<file path="src/rtl/rv_muldiv_pkg.sv">
// -----------------------------------------------------------------------------
// rv_muldiv_pkg
// Shared definitions for the iterative RV32M multiply/divide unit:
//   - XLEN / ITER widths and the iteration counter width
//   - funct3 operation encodings (op_e)
//   - control FSM state encoding (state_e)
//   - small predicates that classify an op (signedness, divide vs multiply)
// -----------------------------------------------------------------------------
package rv_muldiv_pkg;

    localparam int XLEN  = 32;
    localparam int ITER  = XLEN;
    localparam int CNT_W = $clog2(ITER);

    typedef enum logic [2:0] {
        OP_MUL    = 3'b000,
        OP_MULH   = 3'b001,
        OP_MULHSU = 3'b010,
        OP_MULHU  = 3'b011,
        OP_DIV    = 3'b100,
        OP_DIVU   = 3'b101,
        OP_REM    = 3'b110,
        OP_REMU   = 3'b111
    } op_e;

    typedef enum logic [1:0] {
        IDLE = 2'd0,
        RUN  = 2'd1,
        FIX  = 2'd2,
        DONE = 2'd3
    } state_e;

    // rs1 is treated as two's complement.
    function automatic logic op_signed_a(input op_e op);
        return op inside {OP_MULH, OP_MULHSU, OP_DIV, OP_REM};
    endfunction

    // rs2 is treated as two's complement.
    function automatic logic op_signed_b(input op_e op);
        return op inside {OP_MULH, OP_DIV, OP_REM};
    endfunction

    function automatic logic op_is_div(input op_e op);
        return op inside {OP_DIV, OP_DIVU, OP_REM, OP_REMU};
    endfunction

    function automatic logic op_is_rem(input op_e op);
        return op inside {OP_REM, OP_REMU};
    endfunction

endpackage

</file>
<file path="src/rtl/rv_muldiv_if.sv">
// -----------------------------------------------------------------------------
// rv_muldiv_if
// Request/response bundle between the control path and the mul/div unit.
//   start  : request strobe (control path -> unit)
//   op     : RV32M funct3
//   SrcA   : rs1 operand
//   SrcB   : rs2 operand
//   busy   : op in flight (unit -> control path)
//   done   : one-cycle completion pulse
//   Result : registered result, held until the next done
// master = control path side, slave = execution unit side.
// -----------------------------------------------------------------------------
interface rv_muldiv_if;
    import rv_muldiv_pkg::*;

    logic            start;
    logic [2:0]      op;
    logic [XLEN-1:0] SrcA;
    logic [XLEN-1:0] SrcB;
    logic            busy;
    logic            done;
    logic [XLEN-1:0] Result;

    modport master (
        output start, op, SrcA, SrcB,
        input  busy, done, Result
    );

    modport slave (
        input  start, op, SrcA, SrcB,
        output busy, done, Result
    );

endinterface

</file>
<file path="src/rtl/muldiv_sign_fix.sv">
// -----------------------------------------------------------------------------
// muldiv_sign_fix
// Combinational conditional two's-complement negate. With negate_i tied to the
// operand's sign bit it yields the magnitude (abs); with negate_i set to the
// result sign it restores a signed result from an unsigned magnitude.
//   value_i  : input value (WIDTH bits)
//   negate_i : 1 -> output is -value_i, 0 -> pass-through
//   value_o  : result (WIDTH bits)
// -----------------------------------------------------------------------------
module muldiv_sign_fix #(
    parameter int WIDTH = 64
) (
    input  logic [WIDTH-1:0] value_i,
    input  logic             negate_i,
    output logic [WIDTH-1:0] value_o
);

    assign value_o = negate_i ? -value_i : value_i;

endmodule

</file>
<file path="src/rtl/rv_muldiv.sv">
// -----------------------------------------------------------------------------
// rv_muldiv
// Iterative RV32M multiply/divide unit with a fixed 33-cycle latency.
//   clk   : rising-edge clock
//   reset : asynchronous, active-high; discards any in-flight op
//   bus   : rv_muldiv_if.slave (start/op/SrcA/SrcB in, busy/done/Result out)
//
// Accept edge: operands are latched as magnitudes plus sign flags. RUN then
// performs ITER steps on a shared 64-bit accumulator:
//   multiply: unsigned shift-add, acc = {partial product, multiplier}
//   divide  : restoring shift-subtract, acc = {remainder, dividend/quotient}
// FIX applies the sign correction and the divide special cases, registers
// Result and raises done for one cycle.
// -----------------------------------------------------------------------------
module rv_muldiv
    import rv_muldiv_pkg::*;
(
    input  logic        clk,
    input  logic        reset,
    rv_muldiv_if.slave  bus
);

    // ------------------------------------------------------------------ state
    state_e            state_q,  state_d;
    logic [CNT_W-1:0]  cnt_q,    cnt_d;
    logic [2*XLEN-1:0] acc_q,    acc_d;
    logic [XLEN-1:0]   opb_q,    opb_d;    // multiplicand / divisor magnitude
    logic [XLEN-1:0]   a_q,      a_d;      // raw rs1, kept for special cases
    logic [XLEN-1:0]   b_q,      b_d;      // raw rs2, kept for special cases
    op_e               op_q,     op_d;
    logic              sa_q,     sa_d;
    logic              sb_q,     sb_d;
    logic              busy_q,   busy_d;
    logic              done_q,   done_d;
    logic [XLEN-1:0]   result_q, result_d;

    // -------------------------------------------------------- operand capture
    op_e             op_in;
    logic            sa_in, sb_in;
    logic [XLEN-1:0] a_mag, b_mag;

    assign op_in = op_e'(bus.op);
    assign sa_in = op_signed_a(op_in) & bus.SrcA[XLEN-1];
    assign sb_in = op_signed_b(op_in) & bus.SrcB[XLEN-1];

    muldiv_sign_fix #(.WIDTH(XLEN)) u_abs_a (
        .value_i  (bus.SrcA),
        .negate_i (sa_in),
        .value_o  (a_mag)
    );

    muldiv_sign_fix #(.WIDTH(XLEN)) u_abs_b (
        .value_i  (bus.SrcB),
        .negate_i (sb_in),
        .value_o  (b_mag)
    );

    // ---------------------------------------------------------- step datapath
    logic [XLEN:0]     mul_sum;
    logic [2*XLEN-1:0] mul_next;
    logic [XLEN:0]     div_shift;
    logic [XLEN-1:0]   div_diff;
    logic              div_ge;
    logic [2*XLEN-1:0] div_next;

    // The carry out of the add becomes the new MSB as the accumulator shifts right.
    assign mul_sum  = {1'b0, acc_q[2*XLEN-1:XLEN]} + (acc_q[0] ? {1'b0, opb_q} : '0);
    assign mul_next = {mul_sum, acc_q[XLEN-1:1]};

    // Partial remainder is one bit wider than the divisor after the shift;
    // when it fits, the difference is below 2^XLEN, so XLEN bits suffice.
    assign div_shift = {acc_q[2*XLEN-1:XLEN], acc_q[XLEN-1]};
    assign div_ge    = div_shift >= {1'b0, opb_q};
    assign div_diff  = div_shift[XLEN-1:0] - opb_q;
    assign div_next  = div_ge ? {div_diff,             acc_q[XLEN-2:0], 1'b1}
                              : {div_shift[XLEN-1:0],  acc_q[XLEN-2:0], 1'b0};

    // ------------------------------------------------------- result fix-up
    logic [2*XLEN-1:0] fix_in, fix_out;
    logic              fix_neg;
    logic              div_by_zero, div_ovf;
    logic [XLEN-1:0]   fix_result;

    assign div_by_zero = (b_q == '0);
    assign div_ovf     = op_signed_b(op_q) && op_is_div(op_q)
                         && (a_q == {1'b1, {(XLEN-1){1'b0}}}) && (b_q == '1);

    always_comb begin
        // NOTE: every combinational output gets a default first so no path can infer a latch.
        fix_in  = acc_q;
        fix_neg = sa_q ^ sb_q;
        if (op_is_rem(op_q)) begin
            fix_in  = {{XLEN{1'b0}}, acc_q[2*XLEN-1:XLEN]};
            fix_neg = sa_q;                    // remainder follows dividend sign
        end else if (op_is_div(op_q)) begin
            fix_in  = {{XLEN{1'b0}}, acc_q[XLEN-1:0]};
        end
    end

    muldiv_sign_fix #(.WIDTH(2*XLEN)) u_fix (
        .value_i  (fix_in),
        .negate_i (fix_neg),
        .value_o  (fix_out)
    );

    always_comb begin
        fix_result = fix_out[XLEN-1:0];
        unique case (op_q)
            OP_MUL:                     fix_result = fix_out[XLEN-1:0];
            OP_MULH, OP_MULHSU, OP_MULHU: fix_result = fix_out[2*XLEN-1:XLEN];
            OP_DIV, OP_DIVU: begin
                if (div_by_zero)  fix_result = '1;
                else if (div_ovf) fix_result = {1'b1, {(XLEN-1){1'b0}}};
                else              fix_result = fix_out[XLEN-1:0];
            end
            OP_REM, OP_REMU: begin
                if (div_by_zero)  fix_result = a_q;
                else if (div_ovf) fix_result = '0;
                else              fix_result = fix_out[XLEN-1:0];
            end
            default:                    fix_result = fix_out[XLEN-1:0];
        endcase
    end

    // -------------------------------------------------------- next state
    always_comb begin
        state_d  = state_q;
        cnt_d    = cnt_q;
        acc_d    = acc_q;
        opb_d    = opb_q;
        a_d      = a_q;
        b_d      = b_q;
        op_d     = op_q;
        sa_d     = sa_q;
        sb_d     = sb_q;
        result_d = result_q;

        unique case (state_q)
            IDLE, DONE: begin
                if (bus.start) begin
                    state_d = RUN;
                    op_d    = op_in;
                    a_d     = bus.SrcA;
                    b_d     = bus.SrcB;
                    sa_d    = sa_in;
                    sb_d    = sb_in;
                    acc_d   = {{XLEN{1'b0}}, a_mag};
                    opb_d   = b_mag;
                    cnt_d   = '0;
                end else if (state_q == DONE) begin
                    state_d = IDLE;
                end
            end
            RUN: begin
                acc_d = op_is_div(op_q) ? div_next : mul_next;
                cnt_d = cnt_q + CNT_W'(1);
                if (cnt_q == CNT_W'(ITER - 1)) state_d = FIX;
            end
            FIX: begin
                result_d = fix_result;
                state_d  = DONE;
            end
            default: state_d = IDLE;
        endcase

        // Outputs are registered from the next state so they line up with it.
        busy_d = (state_d == RUN) || (state_d == FIX);
        done_d = (state_d == DONE);
    end

    // -------------------------------------------------------- registers
    always_ff @(posedge clk or posedge reset) begin
        if (reset) begin
            state_q  <= IDLE;
            cnt_q    <= '0;
            acc_q    <= '0;
            opb_q    <= '0;
            a_q      <= '0;
            b_q      <= '0;
            op_q     <= OP_MUL;
            sa_q     <= 1'b0;
            sb_q     <= 1'b0;
            busy_q   <= 1'b0;
            done_q   <= 1'b0;
            result_q <= '0;
        end else begin
            // NOTE: non-blocking assignments so every flop samples pre-edge values.
            state_q  <= state_d;
            cnt_q    <= cnt_d;
            acc_q    <= acc_d;
            opb_q    <= opb_d;
            a_q      <= a_d;
            b_q      <= b_d;
            op_q     <= op_d;
            sa_q     <= sa_d;
            sb_q     <= sb_d;
            busy_q   <= busy_d;
            done_q   <= done_d;
            result_q <= result_d;
        end
    end

    assign bus.busy   = busy_q;
    assign bus.done   = done_q;
    assign bus.Result = result_q;

endmodule

</file>
<file path="src/flat_wrapper.sv">
// flat-port wrapper written by rule: the top's interface ports become plain ports
module rv_muldiv_flat import rv_muldiv_pkg::*;
  (clk, reset, bus_start, bus_op, bus_SrcA, bus_SrcB, bus_busy, bus_done, bus_Result);
  rv_muldiv_if bus_i ();
  input  logic clk;
  input  logic reset;
  input wire logic [$bits(bus_i.start)-1:0] bus_start;
  input wire logic [$bits(bus_i.op)-1:0] bus_op;
  input wire logic [$bits(bus_i.SrcA)-1:0] bus_SrcA;
  input wire logic [$bits(bus_i.SrcB)-1:0] bus_SrcB;
  output wire logic [$bits(bus_i.busy)-1:0] bus_busy;
  output wire logic [$bits(bus_i.done)-1:0] bus_done;
  output wire logic [$bits(bus_i.Result)-1:0] bus_Result;
  assign bus_i.start = bus_start;
  assign bus_i.op = bus_op;
  assign bus_i.SrcA = bus_SrcA;
  assign bus_i.SrcB = bus_SrcB;
  assign bus_busy = bus_i.busy;
  assign bus_done = bus_i.done;
  assign bus_Result = bus_i.Result;
  rv_muldiv u_core (.clk(clk), .reset(reset), .bus(bus_i));
endmodule
</file>
<file path="config.mk">
export PLATFORM = sky130hd
export DESIGN_NAME = rv_muldiv_flat
export DESIGN_NICKNAME = d
export VERILOG_FILES = /design/src/rtl/rv_muldiv_pkg.sv /design/src/rtl/rv_muldiv_if.sv /design/src/rtl/muldiv_sign_fix.sv /design/src/rtl/rv_muldiv.sv /design/src/flat_wrapper.sv
export SDC_FILE = /design/constraint.sdc
export NUM_CORES = 1
export LEC_CHECK = 0
export ABC_AREA = 1
export BUFFER_PORTS_ARGS = -buffer_cell sky130_fd_sc_hd__clkbuf_2
export CAP_MARGIN = 20
export CORE_ASPECT_RATIO = 2
export CORE_MARGIN = 3
export CORE_UTILIZATION = 50
export DETAILED_ROUTE_END_ITERATION = 6
export PLACE_DENSITY = 0.7
export SLEW_MARGIN = 20
export SYNTH_ARGS = -nofsm -noshare
export SYNTH_HDL_FRONTEND = slang
export SYNTH_SLANG_ARGS = --single-unit
</file>
<file path="constraint.sdc">
create_clock -name clk -period 6.9 [get_ports clk]
set_clock_uncertainty 0.15 [all_clocks]
set_input_delay 1.035 -clock clk [delete_from_list [all_inputs] [get_ports clk]]
set_output_delay 1.035 -clock clk [all_outputs]
set_load 0.01 [all_outputs]
</file>
## Word level (Yosys, flattened, before mapping)

Index checks and enable logic that the tools add are counted.

- Add/subtract/negate cells: 6
- $lt $le $gt $ge: 1
- Equality and inequality tests: 21
- Mux-type cells: 22
- Bitwise logic cells: 3
- Reductions and logical operators: 19

Operators with widths:

| kind | count |
|---|---|
| $mux 64 | 6 |
| $mux 32 | 7 |
| $pmux 32 s4 | 1 |
| $pmux 64 s2 | 1 |
| $eq 32x32->1 const B | 2 |
| $neg 32->32 | 2 |
| $neg 64->64 | 1 |
| $add 32x33->33 | 1 |
| $ge 33x32->1 | 1 |
| $logic_not 32->1 | 1 |
| $sub 32x32->32 | 1 |
| $eq 3x3->1 const B | 6 |
| $pmux 5 s2 | 1 |
| $eq 3x2->1 const B | 3 |
| $eq 2x2->1 const B | 4 |
| $reduce_bool 4->1 | 2 |
| $eq 3x1->1 const B | 2 |
| $mux 2 | 3 |
| $pmux 2 s3 | 1 |
| $reduce_bool 3->1 | 2 |
| $reduce_or 2->1 | 3 |
| $add 5x1->5 const B | 1 |
| $eq 5x5->1 const B | 1 |
| $mux 5 | 1 |
| 12 further kinds | 18 |

- Flip-flop bits (word level): 206
- Bits of input ports: 70
- Output and inout port bits: 34
- Word-level logic and storage cells: 84

## Depth between registers and ports, before layout

Gate-level depths: netlist (run 1).

- Depth after elaboration: 9
- Gate-level depth with buffers: 20
- Mapped depth without buffers: 18

## Cells and area by module

A second synthesis (run 1) with hierarchy kept.

- Cells, all modules: 3563
- Area total of the unflattened synthesis: 20672.3 µm²

Modules (own cells, without submodules):

| module | instances | cells each | area an instance (µm²) | seq. area each (µm²) |
|---|---|---|---|---|
| rv_muldiv | 1 | 2615 | 16156.7 | 5154.9 |
| muldiv_sign_fix (u_core.u_fix) | 1 | 498 | 2411.1 | 0.0 |
| muldiv_sign_fix (u_core.u_abs_a ...) | 2 | 225 | 1052.3 | 0.0 |

## Worst setup path after synthesis (run 1)

No wires, ideal clock.

- Kind: register to register
- From: register u_core.acc_q[0]
- To: register u_core.acc_q[49]
- Library setup time: 0.066 ns
- Data arrival time: 2.600 ns
- Required time: 6.684 ns
- Setup slack: 4.084 ns
- Stages on the path, launching flop included: 20
- Path buffers: 2
- Clock period less this slack: 2.816 ns
- Cell sequence: dfrtp_1 > clkbuf_1 > clkbuf_1 > nand2_1 > inv_1 > ha_1 > inv_1 > fa_1 > inv_1 > nand3_1 > nand3_1 > a21boi_0 > o21ai_0 > nand2_1 > nand2_1 > nand2_1 > nand3_1 > nand2_1 > nand3b_1 > nand2_1

- Longest elaborated chain between the ends: 4

RTL lines:

| what | RTL line | source |
|---|---|---|
| start, declared | rv_muldiv.sv:26 | `logic [2*XLEN-1:0] acc_q, acc_d;` |
| start signal, assigned | rv_muldiv.sv:176 | `acc_q <= '0;` |
| start signal, assigned | rv_muldiv.sv:190 | `acc_q <= acc_d;` |
| $mux 32 | rv_muldiv.sv:67 | `assign mul_sum = {1'b0, acc_q[2*XLEN-1:XLEN]} + (acc_q[0] ? {1'b0, opb_q} : '0);` |
| $add 32x33->33 | rv_muldiv.sv:67 |  |
| $mux 64 | rv_muldiv.sv:155 | `acc_d = op_is_div(op_q) ? div_next : mul_next;` |
| $pmux 64 s2 | rv_muldiv.sv:138 | `unique case (state_q)` |

No other way between the ends.
A chain may end at the register's enable or synchronous reset.

## Worst setup path after layout (run 1)

- From: register u_core.op_q[2]
- To: register u_core.result_q[1], in the netlist u_core.bus.Result[1]

- Longest elaborated chain between the ends: 8
- Elaborated cells between the ends (all ways): 27
- Those cells by class: add/sub (1); eq/ne (7); mux (9); reduce/logical (10)

RTL lines:

| what | RTL line | source |
|---|---|---|
| start, declared | rv_muldiv.sv:30 | `op_e op_q, op_d;` |
| start signal, assigned | rv_muldiv.sv:194 | `op_q <= op_d;` |
| $eq 3x3->1, or another cell as far along | - |  |
| $reduce_bool 2->1, or another cell as far along | rv_muldiv_pkg.sv:48 | `return op inside {OP_REM, OP_REMU};` |
| $mux 64 or $logic_and 1x1->1 (tied branches) | rv_muldiv.sv:92, rv_muldiv.sv:85 |  |
| $neg 64->64 or $logic_and 1x1->1 (tied branches) | muldiv_sign_fix.sv:18, rv_muldiv.sv:86 |  |
| $mux 64 or $logic_and 1x1->1 (tied branches) | muldiv_sign_fix.sv:18, rv_muldiv.sv:86 |  |
| $mux 32 (on tied branches) | rv_muldiv.sv:118, rv_muldiv.sv:113 |  |
| $mux 32 (on tied branches) | rv_muldiv.sv:117, rv_muldiv.sv:112 |  |
| $pmux 32 s4 (*) | rv_muldiv.sv:108 | `unique case (op_q)` |
| end signal, assigned | rv_muldiv.sv:199 | `result_q <= result_d;` |
| end, declared | rv_muldiv.sv:35 | `logic [XLEN-1:0] result_q, result_d;` |

Every way passes the cells marked *; elsewhere a longest branch is shown, timed or not.

==> results of run 1 <==
-- worst reg2reg max path, cell delays in order, from the launching register on --
cell and delay [ns]:
dfrtp_4 0.68, nand2_4 0.56, nand2_1 0.27, xnor2_4 0.73, buf_4 0.69, o21ai_1 0.52, nand3_1 0.17, nand2_1 0.07
o21bai_1 0.28, nand2_1 0.08
-- path summary, 6_finish.rpt --
| check | from | end | slack (ns) | cells after the start |
|---|---|---|---|---|
| setup / recovery | u_core.op_q[2] | u_core.bus.Result[1] | 2.57 | 9 |
| hold / removal | u_core.bus.Result[12] | u_core.bus.Result[12] | 0.33 | 2 |
| setup reg to reg | u_core.op_q[2] | u_core.bus.Result[1] | 2.57 | 9 |
| hold reg to reg | u_core.bus.Result[12] | u_core.bus.Result[12] | 0.33 | 2 |
| max in group asynchronous | reset | u_core.a_q[9] | 4.73 | 3 |
| min in group asynchronous | reset | u_core.a_q[24] | 0.45 | 2 |
-- cell usage in the layout (no fill, tap or decap), drive strengths merged, types with 18 or more instances in the layout --
master / netlist / routed
nand2: 1019 / 1019
o211ai: 28 / 28
nor2: 372 / 372
buf: 44 / 26
o21ai: 268 / 268
xor2: 21 / 21
ha: 72 / 72
nand4: 65 / 65
a31oi: 36 / 36
dfrtp: 205 / 205
xnor2: 18 / 18
clkbuf: 73 / 133
a21oi: 157 / 157
nand3b: 29 / 29
nand3: 311 / 311
inv: 424 / 423
nor3: 31 / 31
-- report_power, final --
group          switching, uW  internal (uW)
combinational           7010           2770
clock                    576            730
sequential               769           1780
total                   8360           5280
-- flip-flops by register name, summed over array words and instances, names as in the netlist --
signal	count
u_core.state_q	2
u_core.b_q	32
u_core.sb_q	1
u_core.cnt_q	5
u_core.acc_q	64
u_core.bus.busy	1
u_core.bus.done	1
u_core.sa_q	1
u_core.a_q	32
u_core.op_q	3
u_core.bus.Result	32
u_core.opb_q	31
-- through the flow --
| step | utilization, % | instances | total power [uW] | hold slack, ns | instance area, um^2 |
|---|---|---|---|---|---|
| 4_1_cts | 55.1 | 3817 | 13200 | 0.332 | 21000 |
| 6_report | 55.1 | 3818 | 13600 | 0.329 | 21000 |
| 3_5_place_dp | 53.1 | 3778 | 11900 | 0.314 | 20300 |
| 3_3_place_gp | 53.1 | 3778 | 11800 | 0.312 | 20300 |
| 2_1_floorplan | - | 3251 | 8470 | 0.300 | 19400 |
| 5_1_grt | 55.1 | 3817 | 14400 | 0.351 | 21000 |
-- final cells by class --
class / count / share of cell area (%)
Clock buffer: 30 / 3.04
Timing Repair Buffer: 129 / 3.38
Inverter: 425 / 7.65
Sequential cell: 205 / 24.4
Clock inverter: 9 / 0.565
Antenna cell: 1 / 0.0119
Multi-Input combinational cell: 2504 / 57.9
Tap cell: 515 / 3.06
-- cells by family after synthesis --
logic type	Yosys count	share of synthesized area (%)
adder cells (fa/ha/maj)	74	4.85
buffers and inverters	542	10.9
XOR/XNOR	39	1.80
flip-flops	205	26.5
AO/OA/AOI/OAI	544	15.6
AND/OR/NAND/NOR	1847	40.3
-- metal layers --
| metal | vias to the layer above | track usage [%] | wire, um |
|---|---|---|---|
| met4 | 0 | 51.3 | 14200 |
| met3 | 616 | 7.43 | 6750 |
| met5 | - | 0 | 0 |
| met1 | 10700 | 42.0 | 29000 |
| met2 | 1584 | 76.8 | 46200 |
| li1 | 10600 | - | - |
==> flow_summary.json, run 1 <==
{
  "clkSinkCount": 205,
  "worst_slew_margin_rel_pct": 13.7,
  "clock_tree.htree_level_count": 1,
  "timing.final.ws_setup_ns": 2.57,
  "route.detailed.drc": 66,
  "postSynth.topFlopCell": "dfrtp_1",
  "cts_root_buf": "clkbuf_16",
  "pin_count": 104,
  "cp_slowest_stage_delay_ns": 0.73,
  "cts.clk_slew.worst_paths_ns": 0.06,
  "fmax_mhz": 231,
  "violations": "DRC",
  "post_synthesis_net_count": 3395,
  "finalSetupViolCount": 0,
  "ys_async_sr_fraction_pct": 100,
  "synth_top_area_cell": "dfrtp_1",
  "synthCells": 3251,
  "post-synth-top-count-cell": "nand2_1",
  "preCtsSetupSlack_ns": 2.79,
  "floorplan.die.width_um": 145,
  "yosys.area.top_type_share_pct": 26.5,
  "critPathCaptureType": "flop",
  "area_delta_synth_final_pct": 8.49,
  "multi_input_comb_area_um2": 12200,
  "synthTopCellsByCount": "nand2_1, inv_1, nor2_1, nand3_1, o21ai_0",
  "fraction_of_the_yosys_area_taken_by_sequential_cells_pct": 26.5,
  "cts_tree": "yes",
  "synth_enable_flop_cells": 0,
  "synth.cell_area_um2": 19400,
  "cp_data_required_time_ns": 7.17,
  "core_um2": 38200,
  "grtUsageTotal_pct": 44.8,
  "fillers": 3944,
  "timing.critical_path.cells": "nand2_4, nand2_1, xnor2_4, buf_4, o21ai_1, nand3_1, nand2_1, o21bai_1, nand2_1",
  "drv_slew": 0,
  "timing.critical_path.from_type": "flop",
  "min-delay-path-class": "reg2reg",
  "critPathKind": "reg2reg",
  "initialDrtViolationCount": 2645,
  "avgRoutedWirePerCell_um": 25.2,
  "critPathSlowestCell": "xnor2_4",
  "port_buffers": 103,
  "critical_path_buf_inv_count": 1,
  "dp_hpwl_mm": 74.9,
  "count_of_hold_buffers_inserted_by_post_cts_repair": 0,
  "ant_nets": 0,
  "rsz0062_at_grt": "no",
  "grt_pass1_vias": 23100,
  "main_area_contributors_after_synthesis": "dfrtp_1, nand2_1, nand3_1",
  "finalCritPeriodShare_pct": 62.7,
  "tightest_slew_ns": 1.28,
  "firstDrtPassIters": 7,
  "synth_cell_type_count": 51,
  "status": "finished, violations left",
  "fin_nets": 3431,
  "sequential_cell_area_um2": 5130,
  "critical_path.most_common_cell": "nand2_1",
  "grt_max_degree": 152,
  "fp.dieH_um": 285,
  "grt.overflow.total": 0,
  "cts-root-to-sink-buffers": 3,
  "tritoncts.num_buffers": 22,
  "start_util_pct": 50.8,
  "gpl.final_weighted_congestion": 1.16,
  "cp_data_arrival_time_ns": 4.60,
  "maxCapViolations": 0,
  "time_the_final_worst_path_needs_with_i_o_delays_and_setup_ns": 4.33,
  "design.die.area_um2": 41300,
  "cts_resized": 0,
  "share_of_final_layout_standard_cells_stronger_than_drive_strength_1_pct": 7.30,
  "number_of_antenna_violations_at_the_first_check_in_global_routing": 1,
  "post_synth.cell_area_avg_um2": 5.97,
  "clock_insertion_delay_worst_skew_ns": 0.56,
  "power.static_leakage_uw": 0.0110,
  "cpLargestDelayFamily": "simple AND/OR/NAND/NOR gates",
  "critical_path_peak_fanout": 66,
  "yosys_warning_count": 0,
  "cts.repair_timing.setup_buffer_count": 0,
  "vias": 23600,
  "largest_voltage_drop_on_the_vdd_net_mv": 0.336,
  "totalWireLength_mm": 96.2,
  "power-per-cell-area_nw_per_um2": 648,
  "timing_hold_violations_final": 0,
  "placement_rows": 101,
  "wire_length_of_the_first_global_routing_pass_mm": 140,
  "timing.setup.tns_ns": 0,
  "yosys_register_bits": 205,
  "via_per_inst": 6.17
}
No activity file was read; power rests on OpenSTA's default activity.
==> inputs of run 2 (changes only) <==
ABC_AREA = 0   (was 1)
clock period = 3.5 ns   (was 6.9 ns; I/O delays follow)
==> run 2 against run 1 <==
Effect of this change:
- the flow now finishes without violations
- register-to-register slack lost 2.4 ns
- clock-buffer cell count shrank 4
- maximum frequency rose by 28%
- routed wire length down 33%
- final area down 5.9%
- clock power up 85%
==> flow_summary.json, run 2 <==
{
  "initialDrtViolationCount": 1056,
  "finalSetupViolCount": 0,
  "r2r.worst_path.cells": 14,
  "floorplan.die.width_um": 136,
  "power.switching_uw": 11000,
  "synth_enable_flop_cells": 0,
  "fraction_of_the_yosys_area_taken_by_sequential_cells_pct": 30.3,
  "largest_voltage_drop_on_the_vdd_net_mv": 0.550,
  "power.static_leakage_uw": 0.00882,
  "post-synth-top-count-cell": "o21ai_0",
  "timing.critical_path.from_type": "flop",
  "via_per_inst": 6.29,
  "largest_reg_flops": 64,
  "worst_slew_margin_rel_pct": 40.2,
  "area_delta_synth_final_pct": 16.8,
  "worst_r2r_endpoint": "u_core.acc_q[63]",
  "critPathCaptureType": "flop",
  "dpl_cell_area_um2": 18900,
  "fp.dieH_um": 266,
  "fillers": 3112,
  "placement_rows": 94,
  "cts-root-to-sink-buffers": 3,
  "power-per-cell-area_nw_per_um2": 1100,
  "maxCapViolations": 0,
  "start_util_pct": 51.1,
  "number_of_antenna_violations_at_the_first_check_in_global_routing": 0,
  "fin_nets": 2369,
  "post_synthesis_net_count": 2203,
  "timing.final.ws_setup_ns": 0.131,
  "cts_tree": "yes",
  "port_buffers": 103,
  "vias": 16800,
  "pin_count": 104,
  "cp_data_arrival_time_ns": 3.63,
  "status": "completed",
  "clkSinkCount": 205,
  "preCtsSetupSlack_ns": -0.138,
  "synth_cell_type_count": 85,
  "totalWireLength_mm": 64.9,
  "ys_async_sr_fraction_pct": 100,
  "clock_insertion_delay_worst_skew_ns": 0.55,
  "registers.top_by_ff_count": "u_core.acc_q",
  "placed_cells_incl_taps": 2630,
  "layout.cells.most_common_list": "o21ai_0, nand2_1, dfrtp_1, buf_4, nor2_1",
  "fmax_mhz": 297,
  "ant_nets": 0,
  "stdcell_count": 2672,
  "reg2reg_slack_ns": 0.13,
  "share_of_final_layout_standard_cells_stronger_than_drive_strength_1_pct": 19.9,
  "tightest_slew_ns": 0.889,
  "tritoncts.num_buffers": 21,
  "dp_hpwl_mm": 50.8,
  "grt_max_degree": 86,
  "finalCritPeriodShare_pct": 96.3,
  "avgRoutedWirePerCell_um": 24.3,
  "design.die.area_um2": 36300,
  "critical_path_peak_fanout": 10,
  "clock_tree.htree_level_count": 1,
  "synth_top_area_cell": "dfrtp_1",
  "switching_share_pct": 50.6,
  "post_synth.cell_area_avg_um2": 8.24,
  "route.detailed.drc": 0,
  "synthCells": 2059,
  "hold_path.startpoint": "bus_op[1]",
  "hold_path_depth": 2,
  "postSynth.topFlopCell": "dfrtp_1",
  "grt.overflow.total": 0,
  "gpl.final_weighted_congestion": 1.03,
  "min-delay-path-class": "in2reg",
  "yosys_register_bits": 205,
  "cts.clk_slew.worst_paths_ns": 0.07,
  "drv_slew": 0,
  "cts_root_buf": "clkbuf_16",
  "reg_power_share_pct": 21.7,
  "synth.cell_area_um2": 17000,
  "synthTopCellsByCount": "o21ai_0, nand2_1, dfrtp_1, nor2_1, a21oi_1",
  "layout.cells.most_common": "o21ai_0",
  "postLayoutCellArea_um2": 19800,
  "intPower_uw": 10700,
  "yosys_warning_count": 0,
  "time_the_final_worst_path_needs_with_i_o_delays_and_setup_ns": 3.37,
  "yosys.area.top_type_share_pct": 30.3,
  "p_comb_share_pct": 67.1,
  "grtUsageTotal_pct": 35.4,
  "cp_data_required_time_ns": 3.76,
  "firstDrtPassIters": 6,
  "antenna_cells": 0,
  "critPathKind": "reg2reg",
  "timing_hold_violations_final": 0,
  "main_area_contributors_after_synthesis": "dfrtp_1, o21ai_0, ha_1",
  "holdPathEnd": "u_core.op_q[1]",
  "p_clk_share_pct": 11.2,
  "reg2reg_from": "u_core.acc_q[0]",
  "grt_pass1_vias": 17100,
  "wire_length_of_the_first_global_routing_pass_mm": 97.8,
  "core_um2": 33200
}
[run 2: changes by cell type in the layout (fill, tap and decap cells not counted), sizes merged, moves of 82 or more]
cell,before,now
nor2,372,153
nand3,311,25
nand2,1019,225
inv,423,71
buf,26,176
mux2i,0,82
[run 2: repair_timing]
| action | CTS | global route |
|---|---|---|
| hold buffers | 1 | 0 |
| buffers inserted | 0 | 3 |
| resized for setup | 2 | 24 |
| cloned | 0 | 0 |
| endpoints found under the setup margin | 2 | 27 |
| pin swaps | 0 | 5 |
| hold endpoints to repair | 19 | 0 |
[run 2: final cells by class]
cell class | count | area [um^2] | area share [%]
clock buffers | 26 | 564 | 2.85
clock inverters | 12 | 155 | 0.783
inverters | 70 | 267 | 1.35
multi-input cells | 1647 | 11100 | 56.1
flip-flops and latches | 205 | 5140 | 25.9
well taps | 432 | 541 | 2.73
repair buffers | 280 | 2040 | 10.3
[run 2: cell families after synthesis]
group / after synthesis / synth area share [%]
fa+ha+maj: 74 / 5.55
compound gates: 622 / 22.3
xor+xnor: 176 / 9.09
simple gates: 629 / 18.6
buf+inv: 207 / 5.14
flops: 205 / 30.3
mux: 146 / 9.09
[run 2: per-stage QoR]
| stage | setup TNS [ns] | util [%] | hold WS, ns | total power (uW) |
|---|---|---|---|---|
| after global placement | -0.0141 | 57.1 | 0.331 | 18600 |
| final | 0 | 59.7 | 0.108 | 21700 |
| after global routing | -0.0361 | 59.7 | 0.110 | 23100 |
| after detailed placement | -0.178 | 57.1 | 0.328 | 18800 |
| after CTS | 0 | 59.4 | 0.0957 | 21300 |
| after floorplan | 0 | - | 0.300 | 13700 |
[run 2: metal layers]
layer  up-vias  GRT usage, %  share of wire [%]
li1       7731             -                  -
met1      8028          34.6                 32
met2       720          62.8                 51
met3       341          4.34                5.0
met4         0          33.2                 12
met5         -             0                  0
[run 2: power by group through the flow]
stage | Combinational, uW | Clock (uW) | Sequential (uW)
final | 14600 | 2430 | 4720
after detailed placement | 14100 | 0 | 4700
after global routing | 15800 | 2550 | 4780
after CTS | 14200 | 2470 | 4670
after floorplan | 9650 | 0 | 4010
after global placement | 13900 | 0 | 4670
[run 2: worst max-delay path by stage]
stage / start / depth (start not counted) / end
2_1_floorplan: u_core.op_q[1] / 18 / u_core.bus.Result[16]
3_3_place_gp: u_core.b_q[0] / 15 / u_core.acc_q[63]
3_5_place_dp: u_core.acc_q[32] / 14 / u_core.acc_q[63]
4_1_cts: u_core.acc_q[32] / 14 / u_core.acc_q[61]
5_1_grt: u_core.acc_q[31] / 15 / u_core.acc_q[50]
6_report: u_core.acc_q[0] / 14 / u_core.acc_q[63]
[run 2: critical path, stage by stage (launching register included)]
cell and delay (ns):
dfrtp_1 0.40, buf_4 0.17, and2_1 0.14, ha_1 0.32
nor2b_1 0.15, o21ai_0 0.24, a21o_1 0.22, a21oi_2 0.07
a221oi_1 0.35, buf_4 0.23, o2111ai_1 0.15, nand2_2 0.16
o31ai_4 0.09, o41ai_1 0.27, o21ai_0 0.12
